`config.mk`:
```
export PLATFORM = sky130hd
export DESIGN_NAME = hub75_bitplane_shifter
export DESIGN_NICKNAME = d
export VERILOG_FILES = /design/src/rtl/hub75_pkg.sv /design/src/rtl/hub75_plane_mux.sv /design/src/rtl/hub75_bitplane_shifter.sv
export SDC_FILE = /design/constraint.sdc
export NUM_CORES = 1
export LEC_CHECK = 0
export BUFFER_PORTS_ARGS = -buffer_cell sky130_fd_sc_hd__buf_2
export CAP_MARGIN = 15
export CORE_UTILIZATION = 45
export DETAILED_ROUTE_END_ITERATION = 8
export PLACE_DENSITY = 0.79
export RECOVER_POWER = 25
export SYNTH_ARGS = -nofsm -noshare
export SYNTH_HDL_FRONTEND = slang
export SYNTH_HIERARCHICAL = 1
export SYNTH_SLANG_ARGS = --single-unit
export TNS_END_PERCENT = 5
```
`constraint.sdc`:
```
create_clock -name sys_clk -period 3 [get_ports sys_clk]
set_input_delay 0.15 -clock sys_clk [delete_from_list [all_inputs] [get_ports sys_clk]]
set_output_delay 0.15 -clock sys_clk [all_outputs]
set_load 0.01 [all_outputs]
```
`src/rtl/hub75_pkg.sv`:
```
// Shared HUB75 datapath types: shifter state encoding and packed pixel word field indexing.
// Also used by the row sequencer and the framebuffer writer.
package hub75_pkg;

   typedef enum logic [2:0] {
      StIdle,
      StFetch,
      StWait,
      StShift,
      StPulse
   } state_t;

   localparam int unsigned RGB_PER_CHAIN = 6;

   // Bit position of chain c, half h (0 top), channel k (0 R, 1 G, 2 B), bit b in a pixel word.
   function automatic int unsigned fld_idx(input int unsigned c, input int unsigned h,
                                           input int unsigned k, input int unsigned b,
                                           input int unsigned color_bits);
      return ((c * 2 + h) * 3 + k) * color_bits + b;
   endfunction

endpackage

```
`src/rtl/hub75_plane_mux.sv`:
```
// Selects one bit-plane per colour channel from a packed pixel word.
// Out-of-range planes produce all-zero output.
module hub75_plane_mux
   import hub75_pkg::*;
#(
   parameter int unsigned CHAINS     = 2,
   parameter int unsigned COLOR_BITS = 8,
   parameter int unsigned BIT_W      = 3,
   localparam int unsigned DW        = CHAINS * RGB_PER_CHAIN * COLOR_BITS
) (
   input  logic [DW-1:0]                   data,
   input  logic [BIT_W-1:0]                bit_sel,
   output logic [CHAINS*RGB_PER_CHAIN-1:0] rgb
);

   logic plane_ok;

   assign plane_ok = {1'b0, bit_sel} < (BIT_W + 1)'(COLOR_BITS);

   for (genvar c = 0; c < CHAINS; c++) begin : g_chain
      for (genvar h = 0; h < 2; h++) begin : g_half
         for (genvar k = 0; k < 3; k++) begin : g_chan
            localparam int unsigned Base = fld_idx(c, h, k, 0, COLOR_BITS);
            logic [COLOR_BITS-1:0] field;
            assign field = data[Base +: COLOR_BITS];
            assign rgb[c * RGB_PER_CHAIN + h * 3 + k] = plane_ok & field[bit_sel];
         end
      end
   end

endmodule

```
`src/rtl/hub75_bitplane_shifter.sv`:
```
// Column fetch/shift engine: reads one scan row from the framebuffer and shifts one bit-plane
// into CHAINS HUB75 chains. Optional column test pattern: HUB75_TEST_PATTERN_EN.
module hub75_bitplane_shifter
   import hub75_pkg::*;
#(
   parameter int unsigned COLS       = 128,
   parameter int unsigned CHAINS     = 2,
   parameter int unsigned COLOR_BITS = 8,
   parameter int unsigned ROW_W      = 6,
   parameter int unsigned RAM_LAT    = 1,
   localparam int unsigned COL_W     = $clog2(COLS),
   localparam int unsigned BIT_W     = (COLOR_BITS > 1) ? $clog2(COLOR_BITS) : 1,
   localparam int unsigned DW        = CHAINS * RGB_PER_CHAIN * COLOR_BITS
) (
   input  logic                            sys_clk,
   input  logic                            rst,
   input  logic                            start,
   input  logic [BIT_W-1:0]                bit_sel,
   input  logic [ROW_W-1:0]                row_sel,
`ifdef HUB75_TEST_PATTERN_EN
   input  logic                            pattern_en,
`endif
   output logic                            busy,
   output logic                            done,
   output logic                            mem_rd,
   output logic [ROW_W+COL_W-1:0]          mem_addr,
   input  logic [DW-1:0]                   mem_data,
   output logic [CHAINS*RGB_PER_CHAIN-1:0] rgb_out,
   output logic                            clk_out
);

   localparam int unsigned LAT_W = (RAM_LAT > 1) ? $clog2(RAM_LAT) : 1;

   state_t                          state;
   logic [COL_W-1:0]                col;
   logic [COL_W-1:0]                col_inc;
   logic [BIT_W-1:0]                bit_l;
   logic [ROW_W-1:0]                row_l;
   logic [LAT_W-1:0]                lat;
   logic [CHAINS*RGB_PER_CHAIN-1:0] plane_rgb;
   logic [CHAINS*RGB_PER_CHAIN-1:0] next_rgb;
   logic                            pat_now;

   hub75_plane_mux #(
      .CHAINS     (CHAINS),
      .COLOR_BITS (COLOR_BITS),
      .BIT_W      (BIT_W)
   ) u_plane_mux (
      .data    (mem_data),
      .bit_sel (bit_l),
      .rgb     (plane_rgb)
   );

   // Column counter: cleared while idle, advances on leaving PULSE.
   assign col_inc = col + COL_W'(1);

   always_ff @(posedge sys_clk or posedge rst) begin
      if (rst) begin
         col <= '0;
      end else if (state == StIdle) begin
         col <= '0;
      end else if (state == StPulse) begin
         col <= col_inc;
      end
   end

`ifdef HUB75_TEST_PATTERN_EN
   logic             pat_l;
   logic [COL_W+6:0] col_ext;
   logic [2:0]       pat_rgb;

   always_ff @(posedge sys_clk or posedge rst) begin
      if (rst) begin
         pat_l <= 1'b0;
      end else if (state == StIdle && start) begin
         pat_l <= pattern_en;
      end
   end

   // The read strobe of the first column is issued from IDLE, before pat_l is loaded.
   assign pat_now  = (state == StIdle) ? pattern_en : pat_l;
   assign col_ext  = {7'd0, col};
   assign pat_rgb  = {col_ext[6], col_ext[5], col_ext[4]};
   assign next_rgb = pat_l ? {(CHAINS * 2){pat_rgb}} : plane_rgb;
`else
   assign pat_now  = 1'b0;
   assign next_rgb = plane_rgb;
`endif

   always_ff @(posedge sys_clk or posedge rst) begin
      if (rst) begin
         state    <= StIdle;
         busy     <= 1'b0;
         done     <= 1'b0;
         mem_rd   <= 1'b0;
         mem_addr <= '0;
         rgb_out  <= '0;
         clk_out  <= 1'b0;
         bit_l    <= '0;
         row_l    <= '0;
         lat      <= '0;
      end else begin
         done    <= 1'b0;
         mem_rd  <= 1'b0;
         clk_out <= 1'b0;
         unique case (state)
            StIdle: begin
               if (start) begin
                  bit_l    <= bit_sel;
                  row_l    <= row_sel;
                  mem_rd   <= ~pat_now;
                  mem_addr <= {row_sel, {COL_W{1'b0}}};
                  busy     <= 1'b1;
                  state    <= StFetch;
               end
            end
            StFetch: begin
               lat   <= '0;
               state <= StWait;
            end
            StWait: begin
               if (lat == LAT_W'(RAM_LAT - 1)) begin
                  rgb_out <= next_rgb;
                  state   <= StShift;
               end else begin
                  lat <= lat + LAT_W'(1);
               end
            end
            StShift: begin
               clk_out <= 1'b1;
               state   <= StPulse;
            end
            StPulse: begin
               if (col == COL_W'(COLS - 1)) begin
                  busy  <= 1'b0;
                  done  <= 1'b1;
                  state <= StIdle;
               end else begin
                  mem_rd   <= ~pat_now;
                  mem_addr <= {row_l, col_inc};
                  state    <= StFetch;
               end
            end
            default: begin
               busy  <= 1'b0;
               state <= StIdle;
            end
         endcase
      end
   end

endmodule

```
==> results by group <==
Run status
  • Status: complete, but fails checks
  • Failing checks: max-capacitance violations, max-slew violations

Yosys
  • Number of flops mapped to enable cells by yosys: 0
  • Synth Instances: between 200 and 250
  • Cell with the most instances after synthesis: dfrtp_1
  • Synthesis Warnings: 6
  • Mapped cell area: 2940 um2
  • #FFs+latches synth: 48
  • Fraction of registers with async set/reset: 1.000
  • Share of the synthesized area in the top cell type: 0.4085
  • Largest cells by area after synthesis: dfrtp_1, mux4_1, mux2_2
  • Main flop type after synthesis: dfrtp_1
  • Synthesized area per cell: 13.19 um2
  • Seq/Total Area, Yosys: 0.4085
  • Biggest area consumer among synthesized cells: dfrtp_1
  • Commonest cells in the netlist: dfrtp_1, mux2_2, mux4_1
  • Net Count, Synth: 332
  • Netlist cell types: 43

Worst setup path
  • Critical Path End Type: flop
  • Crit-path max FO: 25
  • CP Data Required Time: 3.19 ns
  • Reg2reg path depth: 3
  • Critical Path Start Type: flop
  • WP data arrival: 2.23 ns
  • Setup CP Type: flop to flop
  • R2r setup slk: around 0.96 ns

Placement
  • Dpl hpwl: 5.645 mm
  • Port Buffers: 136
  • GP Congestion: 0.8551
  • Placed Area: 3611 um2

Floorplan
  • Die width: 82.84 um
  • Die footprint: 6862 um2
  • Starting Density: 0.4657
  • Placeable Area: 6314 um2
  • Row cnt: 29
  • Ports: ~140
  • Die Y: 82.84 um

GRT
  • Number of global-route vias before repair: between 2000 and 2500
  • Total Routing Usage GR: 0.2234
  • Largest net degree at the start of global routing: 49
  • Antenna violations before repair: 0
  • First-pass GRT wire length: 12.16 mm
  • Total gr overflow: 0

Routing
  • TritonRoute pass-1 iters: 4
  • Vias per cell: 5.534
  • DR DRC count: 0
  • Iter 0 DRT Violations: between 100 and 150
  • DR vias: around 2400
  • Final ANT Viol Nets: 0
  • Final WL: 7.398 mm
  • Avg WL per Cell: 17.33 um

Timing
  • F_max: 0.4897 GHz
  • Final Critical Period: 2.042 ns
  • RSZ-0062 raised after global routing: false
  • Max Clock Skew: roughly 0.0061 ns
  • Final setup TNS: 0 ns
  • Final setup viols: 0
  • Tcrit/Tclk final: 0.6807
  • Max-slew violation count: between 40 and 50
  • Normalized max-slew margin: -0.2189
  • Worst slew pin tran: 1.826 ns
  • Final Hold Fails: 0

Final layout
  • # diodes: 0
  • Nets: 458
  • Layout cells sized above 1: 0.5371
  • Cell area after layout: roughly 3700 um2
  • Area growth from synthesis to layout: 25.87%

Run
  • Max Cap Violations: 1

Clock network
  • Post-CTS Hold Buffers: 0
  • Num CTS Buffers: 5
  • Max clock buf depth: 2
  • H-tree depth: 2
  • # Post-CTS Setup Buffers: 0
  • Clock Root Buffer: clkbuf_8
  • Clk Latency, worst-skew pair: 0.29 ns
  • Num Clock Sinks: between 40 and 50
  • Clk slew on worst S/H paths: 0.08 ns
  • Resized Gates After CTS: 0
  • CTS tree: built

Power and ir drop
  • PD cells: 814.9 nW/um2
  • Leakage: 1.854 nW
  • Peak supply drop: between 500 and 600 uV

Min path
  • WHS Path Cells: 2
  • Hold crit path type: input port to flop
-- report_power, final --
group / internal, W / switching, W / leakage (nW)
Sequential: 0.000889 / 0.000270 / 0.595
Clock: 0.000188 / 0.000200 / 0.0455
Combinational: 0.000891 / 0.000578 / 1.21
-- layout make-up --
cell class | count | area (um2)
inverter | 16 | 60.06
multi-input combinational | 139 | 1550
timing repair buffer | 139 | 703.2
clock buffer | 8 | 90.09
fill | 528 | 2613
sequential | 48 | 1201
tap | 77 | 96.34
-- layout by cell type (no fill, tap or decap), types with 3 or more instances in the layout --
master,netlist,layout
nand3_1,5,5
mux4_2,3,3
inv_1,16,16
mux2_4,3,3
buf_4,0,3
a221oi_1,6,6
clkbuf_8,0,6
buf_2,8,136
o211ai_1,4,4
a22o_1,6,6
mux4_1,21,21
nand2_1,11,11
nor3_1,3,3
o21ai_0,3,3
xnor2_1,3,3
nor2_1,10,10
dfrtp_1,48,48
mux2_2,31,31
-- worst max-delay path, stage by stage (launching register included) --
cell and delay, ns:
dfrtp_1 0.96, mux4_1 0.45, mux2_2 0.28, mux2_2 0.26
-- cell families after synthesis --
logic type / Yosys count / share of synthesized area
multiplexers: 60 / 0.3515
AO/OA/AOI/OAI: 29 / 0.07575
flip-flops: 48 / 0.4085
buffers and inverters: 36 / 0.06596
AND/OR/NAND/NOR: 45 / 0.08213
adder cells (fa/ha/maj): 1 / 0.004255
XOR/XNOR: 4 / 0.01192
-- metal layers --
metal	track usage	part of all wire	routed length [um]	vias to the layer above
met5	0	0	0	-
met4	0.08307	0.027	197	0
met3	0.05467	0.050	370	19
met2	0.3599	0.49	3655	83
met1	0.2932	0.43	3175	1152
li1	-	-	-	1109
-- stage by stage --
step                      hold slack [ns]    util  setup WS [ns]  total power (W)  cells
after floorplan                    0.2985       -          1.234         0.002295    223
after global placement             0.3866  0.5719          1.051         0.002588    419
after detailed placement           0.3889  0.5719         0.9593         0.002650    419
after CTS                         0.07734  0.5862         0.9477         0.003044    427
after global routing              0.07682  0.5862         0.8446         0.003234    427
final                             0.08587  0.5862         0.9580         0.003016    427
-- flip-flops by register name (all words and copies together), names as in the netlist --
signal    cells
col           7
mem_rd        1
rgb_out      12
state         3
clk_out       1
bit_l         3
done          1
mem_addr     13
busy          1
row_l         6
-- path summary, 6_finish.rpt --
| path | startpoint | end |
|---|---|---|
| min reg2reg | rgb_out[9] | rgb_out[9] |
| max reg2reg | bit_l[2] | rgb_out[2] |
| min | bit_sel[1] | bit_l[1] |
| max in group asynchronous | rst | row_l[5] |
| max | bit_l[2] | rgb_out[2] |
| min in group asynchronous | rst | rgb_out[4] |
Power figures use the tool's default switching activity.
